## config.mk

```make
export PLATFORM = sky130hd
export DESIGN_NAME = stage_decode_sb_flat
export DESIGN_NICKNAME = d
export VERILOG_FILES = /design/src/rtl/stage_decode_sb_pkg.sv /design/src/rtl/stage_decode_sb_if.sv /design/src/rtl/stage_decode_sb_decode_scoreboard.sv /design/src/rtl/stage_decode_sb.sv /design/src/flat_wrapper.sv
export SDC_FILE = /design/constraint.sdc
export NUM_CORES = 2
export LEC_CHECK = 0
export BUFFER_PORTS_ARGS = -buffer_cell sky130_fd_sc_hd__buf_4
export CAP_MARGIN = 0
export CORE_MARGIN = 4
export CORE_UTILIZATION = 37
export DETAILED_ROUTE_END_ITERATION = 12
export GPL_TIMING_DRIVEN = 1
export PLACE_DENSITY_LB_ADDON = 0.05
export SLEW_MARGIN = 25
export SYNTH_ARGS = -nofsm -noshare
export SYNTH_HDL_FRONTEND = slang
export SYNTH_SLANG_ARGS = --single-unit
```

## constraint.sdc

```tcl
create_clock -name clk -period 13.4 [get_ports clk]
set_input_delay 2.68 -clock clk [delete_from_list [all_inputs] [get_ports clk]]
set_output_delay 2.68 -clock clk [all_outputs]
set_load 0.1 [all_outputs]
```

## src/rtl/stage_decode_sb_pkg.sv

```systemverilog
// stage_decode_sb_pkg: shared RV32I opcodes, ALU op codes, format one-hots and decode control bundle.
package stage_decode_sb_pkg;

    localparam logic [6:0] OP_LUI    = 7'b0110111;
    localparam logic [6:0] OP_AUIPC  = 7'b0010111;
    localparam logic [6:0] OP_JAL    = 7'b1101111;
    localparam logic [6:0] OP_JALR   = 7'b1100111;
    localparam logic [6:0] OP_BRANCH = 7'b1100011;
    localparam logic [6:0] OP_LOAD   = 7'b0000011;
    localparam logic [6:0] OP_STORE  = 7'b0100011;
    localparam logic [6:0] OP_IMM    = 7'b0010011;
    localparam logic [6:0] OP_OP     = 7'b0110011;

    // Base ops follow funct3; M-extension ops are {1'b1, funct3}. NOP is an add to x0.
    localparam logic [3:0] ALUOP_ADD    = 4'd0;
    localparam logic [3:0] ALUOP_SLL    = 4'd1;
    localparam logic [3:0] ALUOP_SLT    = 4'd2;
    localparam logic [3:0] ALUOP_SLTU   = 4'd3;
    localparam logic [3:0] ALUOP_XOR    = 4'd4;
    localparam logic [3:0] ALUOP_SR     = 4'd5;
    localparam logic [3:0] ALUOP_OR     = 4'd6;
    localparam logic [3:0] ALUOP_AND    = 4'd7;
    localparam logic [3:0] ALUOP_MUL    = 4'd8;
    localparam logic [3:0] ALUOP_MULH   = 4'd9;
    localparam logic [3:0] ALUOP_MULHSU = 4'd10;
    localparam logic [3:0] ALUOP_MULHU  = 4'd11;
    localparam logic [3:0] ALUOP_DIV    = 4'd12;
    localparam logic [3:0] ALUOP_DIVU   = 4'd13;
    localparam logic [3:0] ALUOP_REM    = 4'd14;
    localparam logic [3:0] ALUOP_REMU   = 4'd15;
    localparam logic [3:0] ALUOP_NOP    = ALUOP_ADD;

    typedef logic [5:0] fmt_t;
    localparam fmt_t FMT_R = 6'b000001;
    localparam fmt_t FMT_I = 6'b000010;
    localparam fmt_t FMT_S = 6'b000100;
    localparam fmt_t FMT_B = 6'b001000;
    localparam fmt_t FMT_U = 6'b010000;
    localparam fmt_t FMT_J = 6'b100000;

    typedef struct packed {
        logic [3:0] op;
        logic       use_pc0;
        logic       use_pc1;
        logic       use_imm;
        logic       sub_sra;
        logic       mem_read;
        logic       mem_write;
        logic       mem_extend;
        logic [1:0] mem_width;
        logic       mem_jmp;
        logic       mem_br;
        logic       mem_br_inv;
    } ctl_t;

endpackage

```

## src/rtl/stage_decode_sb_if.sv

```systemverilog
// stage_decode_sb_if: fetch, writeback and execute-side signals of the decode stage.
interface stage_decode_sb_if #(parameter int XLEN = 32);
    logic            de_valid;
    logic [31:0]     de_insn;
    logic [XLEN-1:0] de_pc;
    logic            de_stall;
    logic            ex_stall;
    logic            flush;
    logic [4:0]      wb_wreg;
    logic [XLEN-1:0] wb_wdata;
    logic            wb_wen;
    logic            ex_valid;
    logic            ex_illegal;
    logic [XLEN-1:0] ex_pc;
    logic [XLEN-1:0] ex_rdata1;
    logic [XLEN-1:0] ex_rdata2;
    logic [XLEN-1:0] ex_imm;
    logic [3:0]      ex_op;
    logic            ex_use_pc0;
    logic            ex_use_pc1;
    logic            ex_use_imm;
    logic            ex_sub_sra;
    logic            mem_read;
    logic            mem_write;
    logic            mem_extend;
    logic [1:0]      mem_width;
    logic            mem_jmp;
    logic            mem_br;
    logic            mem_br_inv;
    logic [4:0]      wb_reg;

    modport master (
        output de_valid, de_insn, de_pc, ex_stall, flush, wb_wreg, wb_wdata, wb_wen,
        input  de_stall, ex_valid, ex_illegal, ex_pc, ex_rdata1, ex_rdata2, ex_imm, ex_op,
               ex_use_pc0, ex_use_pc1, ex_use_imm, ex_sub_sra, mem_read, mem_write,
               mem_extend, mem_width, mem_jmp, mem_br, mem_br_inv, wb_reg
    );
    modport slave (
        input  de_valid, de_insn, de_pc, ex_stall, flush, wb_wreg, wb_wdata, wb_wen,
        output de_stall, ex_valid, ex_illegal, ex_pc, ex_rdata1, ex_rdata2, ex_imm, ex_op,
               ex_use_pc0, ex_use_pc1, ex_use_imm, ex_sub_sra, mem_read, mem_write,
               mem_extend, mem_width, mem_jmp, mem_br, mem_br_inv, wb_reg
    );
endinterface

```

## src/rtl/stage_decode_sb_decode_scoreboard.sv

```systemverilog
// decode_scoreboard: per-register outstanding-write counters, operand readiness and writeback bypass select.
module decode_scoreboard #(
    parameter int SB_W = 2
) (
    input  logic       clk,
    input  logic       reset_n,
    input  logic [4:0] rs1_i,
    input  logic [4:0] rs2_i,
    input  logic [4:0] rd_i,
    input  logic       writes_rd_i,
    input  logic       issue_i,
    input  logic       wb_wen_i,
    input  logic [4:0] wb_wreg_i,
    input  logic       rel_i,
    input  logic [4:0] rel_reg_i,
    output logic       hazard_o,
    output logic       byp1_o,
    output logic       byp2_o
);
    logic [SB_W-1:0] cnt_q [32];
    logic [SB_W-1:0] cnt_d [32];
    logic            rdy1, rdy2;

    // Issue, writeback and squash release all fold into one net update per register.
    always_comb begin
        for (int i = 0; i < 32; i++)
            cnt_d[i] = (i == 0) ? '0 : cnt_q[i] + SB_W'(issue_i && rd_i == 5'(i))
                                                - SB_W'(wb_wen_i && wb_wreg_i == 5'(i))
                                                - SB_W'(rel_i && rel_reg_i == 5'(i));
    end

    always_ff @(posedge clk or negedge reset_n)
        if (!reset_n) cnt_q <= '{default: '0};
        else cnt_q <= cnt_d;

    assign byp1_o   = wb_wen_i && wb_wreg_i == rs1_i && rs1_i != 5'd0;
    assign byp2_o   = wb_wen_i && wb_wreg_i == rs2_i && rs2_i != 5'd0;
    assign rdy1     = rs1_i == 5'd0 || cnt_q[rs1_i] == '0 || (cnt_q[rs1_i] == SB_W'(1) && byp1_o);
    assign rdy2     = rs2_i == 5'd0 || cnt_q[rs2_i] == '0 || (cnt_q[rs2_i] == SB_W'(1) && byp2_o);
    assign hazard_o = !rdy1 || !rdy2 || (writes_rd_i && rd_i != 5'd0 && cnt_q[rd_i] == '1);
endmodule

```

## src/rtl/stage_decode_sb.sv

```systemverilog
// stage_decode_sb: RV32I decode stage with register file and scoreboard hazard detection.
// Define DECODE_MULDIV_EN to decode the M-extension (OP with funct7=0000001).
module stage_decode_sb
    import stage_decode_sb_pkg::*;
#(
    parameter int XLEN = 32,
    parameter int SB_W = 2
) (
    input logic              clk,
    input logic              reset_n,
    stage_decode_sb_if.slave bus
);
    logic [31:0]     insn;
    logic [6:0]      opc, f7;
    logic [2:0]      f3;
    fmt_t            fmt;
    ctl_t            ctl, ex_ctl_q;
    logic            legal, u1, u2, writes_rd, hazard, byp1, byp2, issue, ex_valid_d;
    logic [4:0]      rs1, rs2, rd, wb_reg_q;
    logic [XLEN-1:0] imm, rdata1, rdata2, rf_q [32];
    logic [XLEN-1:0] ex_pc_q, ex_rdata1_q, ex_rdata2_q, ex_imm_q;
    logic            ex_valid_q, ex_illegal_q;

    assign insn = bus.de_insn;
    assign opc  = insn[6:0];
    assign f3   = insn[14:12];
    assign f7   = insn[31:25];

    always_comb begin
        ctl = '0; fmt = '0; legal = 1'b0; u1 = 1'b0; u2 = 1'b0;
        case (opc)
            OP_LUI:    begin fmt = FMT_U; legal = 1'b1; ctl.use_imm = 1'b1; end
            OP_AUIPC:  begin fmt = FMT_U; legal = 1'b1; ctl.use_imm = 1'b1; ctl.use_pc0 = 1'b1; end
            OP_JAL: begin
                fmt = FMT_J; legal = 1'b1; ctl.use_imm = 1'b1;
                ctl.use_pc0 = 1'b1; ctl.use_pc1 = 1'b1; ctl.mem_jmp = 1'b1;
            end
            OP_JALR:   begin fmt = FMT_I; legal = f3 == 3'd0; u1 = 1'b1; ctl.use_imm = 1'b1; ctl.mem_jmp = 1'b1; end
            OP_BRANCH: begin
                fmt = FMT_B; legal = f3[2:1] != 2'b01; u1 = 1'b1; u2 = 1'b1;
                ctl.use_pc1 = 1'b1; ctl.mem_br = 1'b1; ctl.mem_br_inv = f3[0];
                ctl.op = f3[2] ? (f3[1] ? ALUOP_SLTU : ALUOP_SLT) : ALUOP_ADD;
                ctl.sub_sra = !f3[2];
            end
            OP_LOAD: begin
                fmt = FMT_I; legal = f3 != 3'd7 && (XLEN == 64 || (f3[1:0] != 2'b11 && f3 != 3'd6));
                u1 = 1'b1; ctl.use_imm = 1'b1; ctl.mem_read = 1'b1;
                ctl.mem_width = f3[1:0]; ctl.mem_extend = !f3[2];
            end
            OP_STORE: begin
                fmt = FMT_S; legal = !f3[2] && (XLEN == 64 || f3[1:0] != 2'b11);
                u1 = 1'b1; u2 = 1'b1; ctl.use_imm = 1'b1; ctl.mem_write = 1'b1; ctl.mem_width = f3[1:0];
            end
            OP_IMM: begin
                fmt = FMT_I; u1 = 1'b1; ctl.use_imm = 1'b1; ctl.op = {1'b0, f3};
                legal = f3 == 3'd1 ? f7 == 7'd0 : f3 == 3'd5 ? (f7 & 7'b1011111) == 7'd0 : 1'b1;
                ctl.sub_sra = f3 == 3'd5 && insn[30];
            end
            OP_OP: begin
                fmt = FMT_R; u1 = 1'b1; u2 = 1'b1; ctl.op = {f7[0], f3}; ctl.sub_sra = f7[5];
                legal = f7 == 7'd0 || (f7 == 7'b0100000 && (f3 == 3'd0 || f3 == 3'd5))
`ifdef DECODE_MULDIV_EN
                        || f7 == 7'b0000001
`endif
                        ;
            end
            default: ;
        endcase
        // Illegal instructions flow down as a NOP with no operands and no destination.
        if (!legal) begin
            ctl = '0; fmt = '0; u1 = 1'b0; u2 = 1'b0;
        end
    end

    assign writes_rd = legal && opc != OP_BRANCH && opc != OP_STORE;
    assign rs1 = u1 ? insn[19:15] : 5'd0;
    assign rs2 = u2 ? insn[24:20] : 5'd0;
    assign rd  = writes_rd ? insn[11:7] : 5'd0;
    assign imm = fmt == FMT_I ? XLEN'($signed(insn[31:20]))
               : fmt == FMT_S ? XLEN'($signed({insn[31:25], insn[11:7]}))
               : fmt == FMT_B ? XLEN'($signed({insn[31], insn[7], insn[30:25], insn[11:8], 1'b0}))
               : fmt == FMT_U ? XLEN'($signed({insn[31:12], 12'b0}))
               : fmt == FMT_J ? XLEN'($signed({insn[31], insn[19:12], insn[20], insn[30:21], 1'b0}))
               : '0;

    decode_scoreboard #(.SB_W(SB_W)) u_sb (
        .clk         (clk),
        .reset_n     (reset_n),
        .rs1_i       (rs1),
        .rs2_i       (rs2),
        .rd_i        (rd),
        .writes_rd_i (writes_rd),
        .issue_i     (issue),
        .wb_wen_i    (bus.wb_wen),
        .wb_wreg_i   (bus.wb_wreg),
        .rel_i       (bus.flush && ex_valid_q && !ex_illegal_q),
        .rel_reg_i   (wb_reg_q),
        .hazard_o    (hazard),
        .byp1_o      (byp1),
        .byp2_o      (byp2)
    );

    assign bus.de_stall = bus.de_valid && !bus.flush && (bus.ex_stall || hazard);
    assign issue        = bus.de_valid && !bus.de_stall && !bus.flush && writes_rd;
    assign rdata1       = byp1 ? bus.wb_wdata : rs1 == 5'd0 ? '0 : rf_q[rs1];
    assign rdata2       = byp2 ? bus.wb_wdata : rs2 == 5'd0 ? '0 : rf_q[rs2];
    assign ex_valid_d   = bus.flush ? 1'b0 : bus.ex_stall ? ex_valid_q : bus.de_valid && !hazard;

    always_ff @(posedge clk)
        if (bus.wb_wen && bus.wb_wreg != 5'd0) rf_q[bus.wb_wreg] <= bus.wb_wdata;

    always_ff @(posedge clk or negedge reset_n)
        if (!reset_n) begin
            ex_valid_q   <= 1'b0;
            ex_illegal_q <= 1'b0;
            ex_pc_q      <= '0;
            ex_rdata1_q  <= '0;
            ex_rdata2_q  <= '0;
            ex_imm_q     <= '0;
            ex_ctl_q     <= '0;
            wb_reg_q     <= '0;
        end else begin
            ex_valid_q <= ex_valid_d;
            if (!bus.ex_stall) begin
                ex_illegal_q <= bus.de_valid && !bus.flush && !legal;
                ex_pc_q      <= bus.de_pc;
                ex_rdata1_q  <= rdata1;
                ex_rdata2_q  <= rdata2;
                ex_imm_q     <= imm;
                ex_ctl_q     <= ctl;
                wb_reg_q     <= rd;
            end
        end

    assign bus.ex_valid   = ex_valid_q;
    assign bus.ex_illegal = ex_illegal_q;
    assign bus.ex_pc      = ex_pc_q;
    assign bus.ex_rdata1  = ex_rdata1_q;
    assign bus.ex_rdata2  = ex_rdata2_q;
    assign bus.ex_imm     = ex_imm_q;
    assign bus.ex_op      = ex_ctl_q.op;
    assign bus.ex_use_pc0 = ex_ctl_q.use_pc0;
    assign bus.ex_use_pc1 = ex_ctl_q.use_pc1;
    assign bus.ex_use_imm = ex_ctl_q.use_imm;
    assign bus.ex_sub_sra = ex_ctl_q.sub_sra;
    assign bus.mem_read   = ex_ctl_q.mem_read;
    assign bus.mem_write  = ex_ctl_q.mem_write;
    assign bus.mem_extend = ex_ctl_q.mem_extend;
    assign bus.mem_width  = ex_ctl_q.mem_width;
    assign bus.mem_jmp    = ex_ctl_q.mem_jmp;
    assign bus.mem_br     = ex_ctl_q.mem_br;
    assign bus.mem_br_inv = ex_ctl_q.mem_br_inv;
    assign bus.wb_reg     = wb_reg_q;
endmodule

```

## src/flat_wrapper.sv

```systemverilog
// flat-port wrapper written by rule: the top's interface ports become plain ports
module stage_decode_sb_flat import stage_decode_sb_pkg::*;
#(
    parameter int XLEN = 32,
    parameter int SB_W = 2
)
  (clk, reset_n, bus_de_valid, bus_de_insn, bus_de_pc, bus_ex_stall, bus_flush, bus_wb_wreg, bus_wb_wdata, bus_wb_wen, bus_de_stall, bus_ex_valid, bus_ex_illegal, bus_ex_pc, bus_ex_rdata1, bus_ex_rdata2, bus_ex_imm, bus_ex_op, bus_ex_use_pc0, bus_ex_use_pc1, bus_ex_use_imm, bus_ex_sub_sra, bus_mem_read, bus_mem_write, bus_mem_extend, bus_mem_width, bus_mem_jmp, bus_mem_br, bus_mem_br_inv, bus_wb_reg);
  stage_decode_sb_if #(.XLEN(XLEN)) bus_i ();
  input logic clk;
  input logic reset_n;
  input wire logic [$bits(bus_i.de_valid)-1:0] bus_de_valid;
  input wire logic [$bits(bus_i.de_insn)-1:0] bus_de_insn;
  input wire logic [$bits(bus_i.de_pc)-1:0] bus_de_pc;
  input wire logic [$bits(bus_i.ex_stall)-1:0] bus_ex_stall;
  input wire logic [$bits(bus_i.flush)-1:0] bus_flush;
  input wire logic [$bits(bus_i.wb_wreg)-1:0] bus_wb_wreg;
  input wire logic [$bits(bus_i.wb_wdata)-1:0] bus_wb_wdata;
  input wire logic [$bits(bus_i.wb_wen)-1:0] bus_wb_wen;
  output wire logic [$bits(bus_i.de_stall)-1:0] bus_de_stall;
  output wire logic [$bits(bus_i.ex_valid)-1:0] bus_ex_valid;
  output wire logic [$bits(bus_i.ex_illegal)-1:0] bus_ex_illegal;
  output wire logic [$bits(bus_i.ex_pc)-1:0] bus_ex_pc;
  output wire logic [$bits(bus_i.ex_rdata1)-1:0] bus_ex_rdata1;
  output wire logic [$bits(bus_i.ex_rdata2)-1:0] bus_ex_rdata2;
  output wire logic [$bits(bus_i.ex_imm)-1:0] bus_ex_imm;
  output wire logic [$bits(bus_i.ex_op)-1:0] bus_ex_op;
  output wire logic [$bits(bus_i.ex_use_pc0)-1:0] bus_ex_use_pc0;
  output wire logic [$bits(bus_i.ex_use_pc1)-1:0] bus_ex_use_pc1;
  output wire logic [$bits(bus_i.ex_use_imm)-1:0] bus_ex_use_imm;
  output wire logic [$bits(bus_i.ex_sub_sra)-1:0] bus_ex_sub_sra;
  output wire logic [$bits(bus_i.mem_read)-1:0] bus_mem_read;
  output wire logic [$bits(bus_i.mem_write)-1:0] bus_mem_write;
  output wire logic [$bits(bus_i.mem_extend)-1:0] bus_mem_extend;
  output wire logic [$bits(bus_i.mem_width)-1:0] bus_mem_width;
  output wire logic [$bits(bus_i.mem_jmp)-1:0] bus_mem_jmp;
  output wire logic [$bits(bus_i.mem_br)-1:0] bus_mem_br;
  output wire logic [$bits(bus_i.mem_br_inv)-1:0] bus_mem_br_inv;
  output wire logic [$bits(bus_i.wb_reg)-1:0] bus_wb_reg;
  assign bus_i.de_valid = bus_de_valid;
  assign bus_i.de_insn = bus_de_insn;
  assign bus_i.de_pc = bus_de_pc;
  assign bus_i.ex_stall = bus_ex_stall;
  assign bus_i.flush = bus_flush;
  assign bus_i.wb_wreg = bus_wb_wreg;
  assign bus_i.wb_wdata = bus_wb_wdata;
  assign bus_i.wb_wen = bus_wb_wen;
  assign bus_de_stall = bus_i.de_stall;
  assign bus_ex_valid = bus_i.ex_valid;
  assign bus_ex_illegal = bus_i.ex_illegal;
  assign bus_ex_pc = bus_i.ex_pc;
  assign bus_ex_rdata1 = bus_i.ex_rdata1;
  assign bus_ex_rdata2 = bus_i.ex_rdata2;
  assign bus_ex_imm = bus_i.ex_imm;
  assign bus_ex_op = bus_i.ex_op;
  assign bus_ex_use_pc0 = bus_i.ex_use_pc0;
  assign bus_ex_use_pc1 = bus_i.ex_use_pc1;
  assign bus_ex_use_imm = bus_i.ex_use_imm;
  assign bus_ex_sub_sra = bus_i.ex_sub_sra;
  assign bus_mem_read = bus_i.mem_read;
  assign bus_mem_write = bus_i.mem_write;
  assign bus_mem_extend = bus_i.mem_extend;
  assign bus_mem_width = bus_i.mem_width;
  assign bus_mem_jmp = bus_i.mem_jmp;
  assign bus_mem_br = bus_i.mem_br;
  assign bus_mem_br_inv = bus_i.mem_br_inv;
  assign bus_wb_reg = bus_i.wb_reg;
  stage_decode_sb #(.XLEN(XLEN), .SB_W(SB_W)) u_core (.clk(clk), .reset_n(reset_n), .bus(bus_i));
endmodule
```

After elaboration in Yosys (flattened, before gate mapping)
Memories as Yosys holds them, arrays and structs flattened.
Cells that the tools add are included.
Widths: inputs -> output; s select.

word-level totals
  output and inout bits = 152
  register bits = 213
  memory bits (writable) = 1,024
  input port bits = 107
  logic and storage cells = 476
  bits in read-only memories = 0
  memories = 1
  latch bits = 0

cells by class
  shift operators = 0
  muxes and demuxes = 48
  $add $sub $neg = 93
  div/mod/pow operators = 0
  eq/ne operators = 122
  reductions and logical operators = 156
  $mul = 0
  bitwise gates (word level) = 3
  $lt $le $gt $ge = 3

memory list
  name         depth  bits a word  rd ports  clocked after Yosys merged registers in  wr ports  RTL line               text
  u_core.rf_q  32     32           2         0                                        1         stage_decode_sb.sv:20  logic [XLEN-1:0] imm, rdata1, rdata2, rf_q [32];

operators by type and width
  kind                count
  $mux 32             9
  $eq 5x5->1 const B  48
  $sub 2x1->2         62
  $eq 5x4->1 const B  24
  $logic_and 1x1->1   118
  $add 2x1->2         31
  $eq 5x3->1 const B  12
  $pmux 6 s6          1
  $bmux 2 s5          3
  $eq 5x2->1 const B  6
  $eq 7x6->1 const B  4
  $eq 7x7->1 const B  3
  $reduce_bool 5->1   4
  $ge 6x6->1 const B  3
  $mux 1              18
  $not 5->6           3
  $mux 16             1
  $mux 2              8
  $eq 5x1->1 const B  3
  $mux 5              3
  $eq 7x5->1 const B  2
  $logic_not 7->1     2
  $pmux 4 s3          1
  $eq 5x5->1          2
  other kinds (28)    54

Depth between registers and ports, before layout
  word-level depth = 27
  depth in mapped cells = 17
  mapped depth without buffers = 13

By module
Synthesis repeated with hierarchy kept, for this count alone.

second synthesis, totals
  cells, all modules = 5,136
  area, all modules = 61,013.5 um^2

modules (own cells, without submodules)
  module             cells each  sequential area each (um^2)  area an instance (um^2)  instances
  stage_decode_sb    4,567       34,528.1                     55,370.6                 1
  decode_scoreboard  569         1,551.5                      5,642.9                  1

Worst setup path before layout
OpenSTA, ideal clock, no wires.

  path kind = input to output
  from = in bus_de_insn[29]
  to = out bus_de_stall
  cell stages on the path = 11
  buffers on the path = 1
  required time = 10,720 ps
  arrival time = 5,868 ps
  path slack = 4,852 ps
  cells stage by stage = or4_4 o41ai_4 a211o_2 o21ai_2 o211a_1 o22ai_2 o211ai_2 and3_1 nand2_2 buf_4 and2_1

between the ends
  cells in the longest elaborated chain, start to end = 18
  elaborated cells between the ends (all ways) = 57
  classes of those cells = eq/ne (6); mux (17); bitwise (3); reduce/logical (31)

ends and longest elaborated chain
  element                                        RTL line                                                                          text
  start, declared                                flat_wrapper.sv:12                                                                input wire logic [$bits(bus_i.de_insn)-1:0] bus_de_insn;
  $logic_not 7->1 or $eq 7x6->1 (tied branches)  stage_decode_sb.sv:56, stage_decode_sb.sv:61
  $mux 1 or $logic_and 1x1->1 (tied branches)    stage_decode_sb.sv:56, stage_decode_sb.sv:61
  $mux 1 or $logic_or 1x1->1 (tied branches)     stage_decode_sb.sv:56, stage_decode_sb.sv:61
  $pmux 1 s7 (*)                                 stage_decode_sb.sv:31                                                             case (opc)
  $mux 1                                         stage_decode_sb.sv:70                                                             if (!legal) begin
  $mux 5 (on tied branches)                      stage_decode_sb.sv:76, stage_decode_sb.sv:77
  $not 5->6 (on tied branches)                   stage_decode_sb_decode_scoreboard.sv:38, stage_decode_sb_decode_scoreboard.sv:39
  $bmux 2 s5 (on tied branches)                  stage_decode_sb_decode_scoreboard.sv:38, stage_decode_sb_decode_scoreboard.sv:39
  $mux 2 (on tied branches) (2 in a row)         stage_decode_sb_decode_scoreboard.sv:38, stage_decode_sb_decode_scoreboard.sv:39
  $eq 2x1->1 (tied with other cells)             stage_decode_sb_decode_scoreboard.sv:38                                           assign rdy1 = rs1_i == 5'd0 || cnt_q[rs1_i] == '0 || (cnt_q[rs1_i] == SB_W'(1) && byp1_o);
  $logic_and 1x1->1 (tied with other cells)      stage_decode_sb_decode_scoreboard.sv:38
  $logic_or 1x1->1 (on tied branches)            stage_decode_sb_decode_scoreboard.sv:38, stage_decode_sb_decode_scoreboard.sv:39
  $logic_not 1->1                                stage_decode_sb_decode_scoreboard.sv:40                                           assign hazard_o = !rdy1 || !rdy2 || (writes_rd_i && rd_i != 5'd0 && cnt_q[rd_i] == '1);
  $logic_or 1x1->1                               stage_decode_sb_decode_scoreboard.sv:40
  $logic_or 1x1->1 (*)                           stage_decode_sb_decode_scoreboard.sv:40
  $logic_or 1x1->1 (*)                           stage_decode_sb.sv:103                                                            assign bus.de_stall = bus.de_valid && !bus.flush && (bus.ex_stall || hazard);
  $logic_and 1x1->1 (*)                          stage_decode_sb.sv:103
  end, declared                                  flat_wrapper.sv:19                                                                output wire logic [$bits(bus_i.de_stall)-1:0] bus_de_stall;

Mark *: on every way between the ends. The rest lies on a longest branch, timed or not. The select of a mux whose other input is x is not followed.

Worst setup path in the final report
Ends and elaborated chain as after synthesis.

==> impl_metrics.csv <==
group,metric,value,unit
clock_tree,numCtsBuffers,149,
synth,yosysMostFrequentCell,"edfxtp_1",
die,dieWidth,420,um
die,fp-row-count,151,
sta,drv_slew,0,
power,p_per_area,131,nW/um2
finish,area_delta_synth_final,14.4,%
finish,drive_gt1_share,17.2,%
place,dp_slack,3.32,ns
worst_setup_path,critPathTopFamily,"simple AND/OR/NAND/NOR gates",
sta,setup_ws,3.28,ns
clock_tree,cts_resized,0,
synth,synth_area,62900,um2
clock_tree,clkSinkCount,1237,
worst_setup_path,reg2reg_setup_slack,9.56,ns
synth,synth.cells.most_frequent,"edfxtp_1, nor2_1, nand2_1",
synth,synth-edff-count,1024,
drt,routed_wl,284,mm
synth,synthFlopType,"edfxtp_1",
synth,synth_top_area_share,48.9,%
drt,ant_nets,0,
clock_tree,cts_tree,"built",
finish,largest_reg_flops,1024,
hold_path,hold_path_class,"flop to flop",
clock_tree,postCtsHoldBufs,0,
die,core_area,169000,um2
clock_tree,clk_pin_slew,0.05,ns
clock_tree,post-cts-setup-buffers,0,
synth,synth_cell_type_count,93,
worst_setup_path,startpoint_type,"input port",
worst_setup_path,endpoint_kind,"primary output",
run_status,status,"finished clean",
synth,ys_ff_latch,1237,
synth,syn_avg_cell_area,11.7,um2
clock_tree,cts-root-buf,"clkbuf_16",
worst_setup_path,cp_common_cell,"buf_4",
global_routing,antenna_found_initial,18,
worst_setup_path,cpMaxStageDelayCell,"nand2_4",
place,hpwl,160,mm
synth,synthesis.instances,5373,
power,irDropWorstVdd,0.146,mV
sta,fin_crit_sh,75.5,%
global_routing,grt_pass1_vias,48400,
power,static-leakage-power,0.0249,uW
drt,drc,0,
sta,tightest_slew,1.08,ns
worst_setup_path,path_max_fanout,79,
worst_setup_path,cp_data_required_time,10.72,ns
finish,fin_nets,5617,
worst_setup_path,worstPathArrival,7.44,ns
worst_setup_path,critPathBufInv,3,
drt,wl_per_cell,36.5,um
synth,synth_area_leader_cell,"edfxtp_1",
clock_tree,cts.path.max_buffers,3,
sta,hold_viol_final,0,
sta,skew,0.0265,ns
die,die_h,420,um
job,maxCapViolCount,0,
place,io_buffers,258,
synth,synthArstFlopShare,17.2,%
worst_setup_path,critical_path_class,"input port to primary output",
synth,synth.area.top_cells,"edfxtp_1, dfrtp_1, mux2_2, mux2i_1, a21oi_1",
drt,routed-via-count,50900,
place,place_inst,7515,
die,die-area,177000,um2
sta,setup_viol,0,
drt,via_per_inst,6.52,
global_routing,grt_usage,31.4,%
finish,layout.cells.non_filler,7797,
die,start_util,37.2,%
sta,period_needed,10.12,ns
worst_setup_path,cp_cell_sequence,"buf_4 > or4_4 > nor4_2 > nand2_1 > a21boi_4 > buf_12 > nand2_4 > a311oi_1 > o21ai_0 > a31o_2 > nand2_2 > and2_1 > buf_4",
drt,drtIter0Drc,6843,
clock_tree,clk_latency,0.81,ns
die,ios,259,
global_routing,grt_pass1_wl,388,mm
clock_tree,cts_max_level,4,
worst_setup_path,worst_path_largest_cell_delay,0.63,ns
sta,fmax,98.8,MHz
synth,ys_warn_count,0,
place,place.gp.congestion,0.889,
global_routing,grt-ovfl-total,0,
drt,first_pass_iters,10,
sta,rsz0062_at_grt,"no",
power,p_total,9420,uW
synth,ys_seq_area_share,57.4,%
finish,regMostFlops,"u_core.rf_q",
sta,slew_headroom,27.5,%
finish,top_regs,"u_core.rf_q x1024, u_core.u_sb.cnt_q x62",
sta,tns,0,ns
global_routing,grt_max_degree,142,
-- per-layer routing --
metal,vias to the layer above,track usage [%],share of wire (%)
met5,-,0,0.025
met4,14,15.3,5.4
met3,596,6.60,9.6
met2,2992,47.4,44
met1,26100,42.9,41
li1,21200,-,-
-- cells in the final DEF (no fill, tap or decap), drive strengths merged, types with 29 or more instances in the layout --
master,instances
nor3,127
nand3,80
nor2b,57
mux2i,199
a221oi,88
a21oi,369
a222oi,63
ha,31
o22ai,96
mux2,258
o21ai,258
nor4,47
and2,34
o211ai,38
nor2,410
edfxtp,1024
clkinv,41
dfrtp,213
a31oi,33
fa,31
clkbuf,221
nand2,401
o311a,29
and3,75
a22o,53
conb,32
inv,66
a211oi,236
a22oi,50
o221ai,114
buf,383
or3,36
o311ai,54
xnor2,48
-- per-stage QoR --
| step | hold slack (ns) | area, um2 | utilization (%) |
|---|---|---|---|
| floorplan | 0.474 | 63000 | - |
| global placement | 0.471 | 67300 | 39.8 |
| detailed placement | 0.473 | 67300 | 39.8 |
| CTS | 0.485 | 71900 | 42.5 |
| global route | 0.511 | 71900 | 42.5 |
| finish | 0.481 | 72000 | 42.6 |
-- layout make-up --
type,count,area [um2]
inverters,61,239
clock inverters,50,384
fillers,15900,97100
repair buffers,383,3000
flip-flops and latches,1237,36100
well taps,2218,2780
multi-input cells,3616,25200
diodes,11,27.5
clock buffers,221,4260
-- where the power goes --
part | total (uW) | leakage, uW | internal [uW] | switching (uW)
registers | 4520 | 0.0120 | 4320 | 202
logic | 966 | 0.0106 | 318 | 649
clock network | 3930 | 0.00226 | 2260 | 1680
total | 9420 | 0.0249 | 6890 | 2530
-- kinds of logic (layout without fill, tap and decap cells) --
family	Yosys count	in the layout	synth area share, %
multiplexers	474	474	8.40
adder cells (fa/ha/maj)	62	62	1.60
XOR/XNOR	66	66	0.919
AO/OA/AOI/OAI	1649	1649	18.4
flip-flops	1237	1237	57.4
buffers and inverters	551	715	3.47
other	1	43	0.00596
AND/OR/NAND/NOR	1333	1333	9.82
-- worst register-to-register path: cells and delay by family, from the launching register on --
kind	cells	cell delay [ns]
AOI/OAI and AO/OA	4	1.36
and+or+nand+nor	6	1.34
DFF	1	0.49
xor gates and xnor gates	2	0.30
adders and majority gates	1	0.24
-- path summary, 6_finish.rpt --
check | end | from | cells past startpoint
min reg2reg | u_core.bus.ex_use_pc0 | u_core.bus.ex_use_pc0 | 1
max reg2reg | u_core.u_sb.cnt_q[19] | u_core.u_sb.cnt_q[47] | 13
max | bus_de_stall | bus_de_insn[29] | 13
min | u_core.bus.ex_use_pc0 | u_core.bus.ex_use_pc0 | 1
min in group asynchronous | u_core.u_sb.cnt_q[46] | reset_n | 1
max in group asynchronous | u_core.bus.ex_pc[15] | reset_n | 2
(Power assumes the default switching activity.)
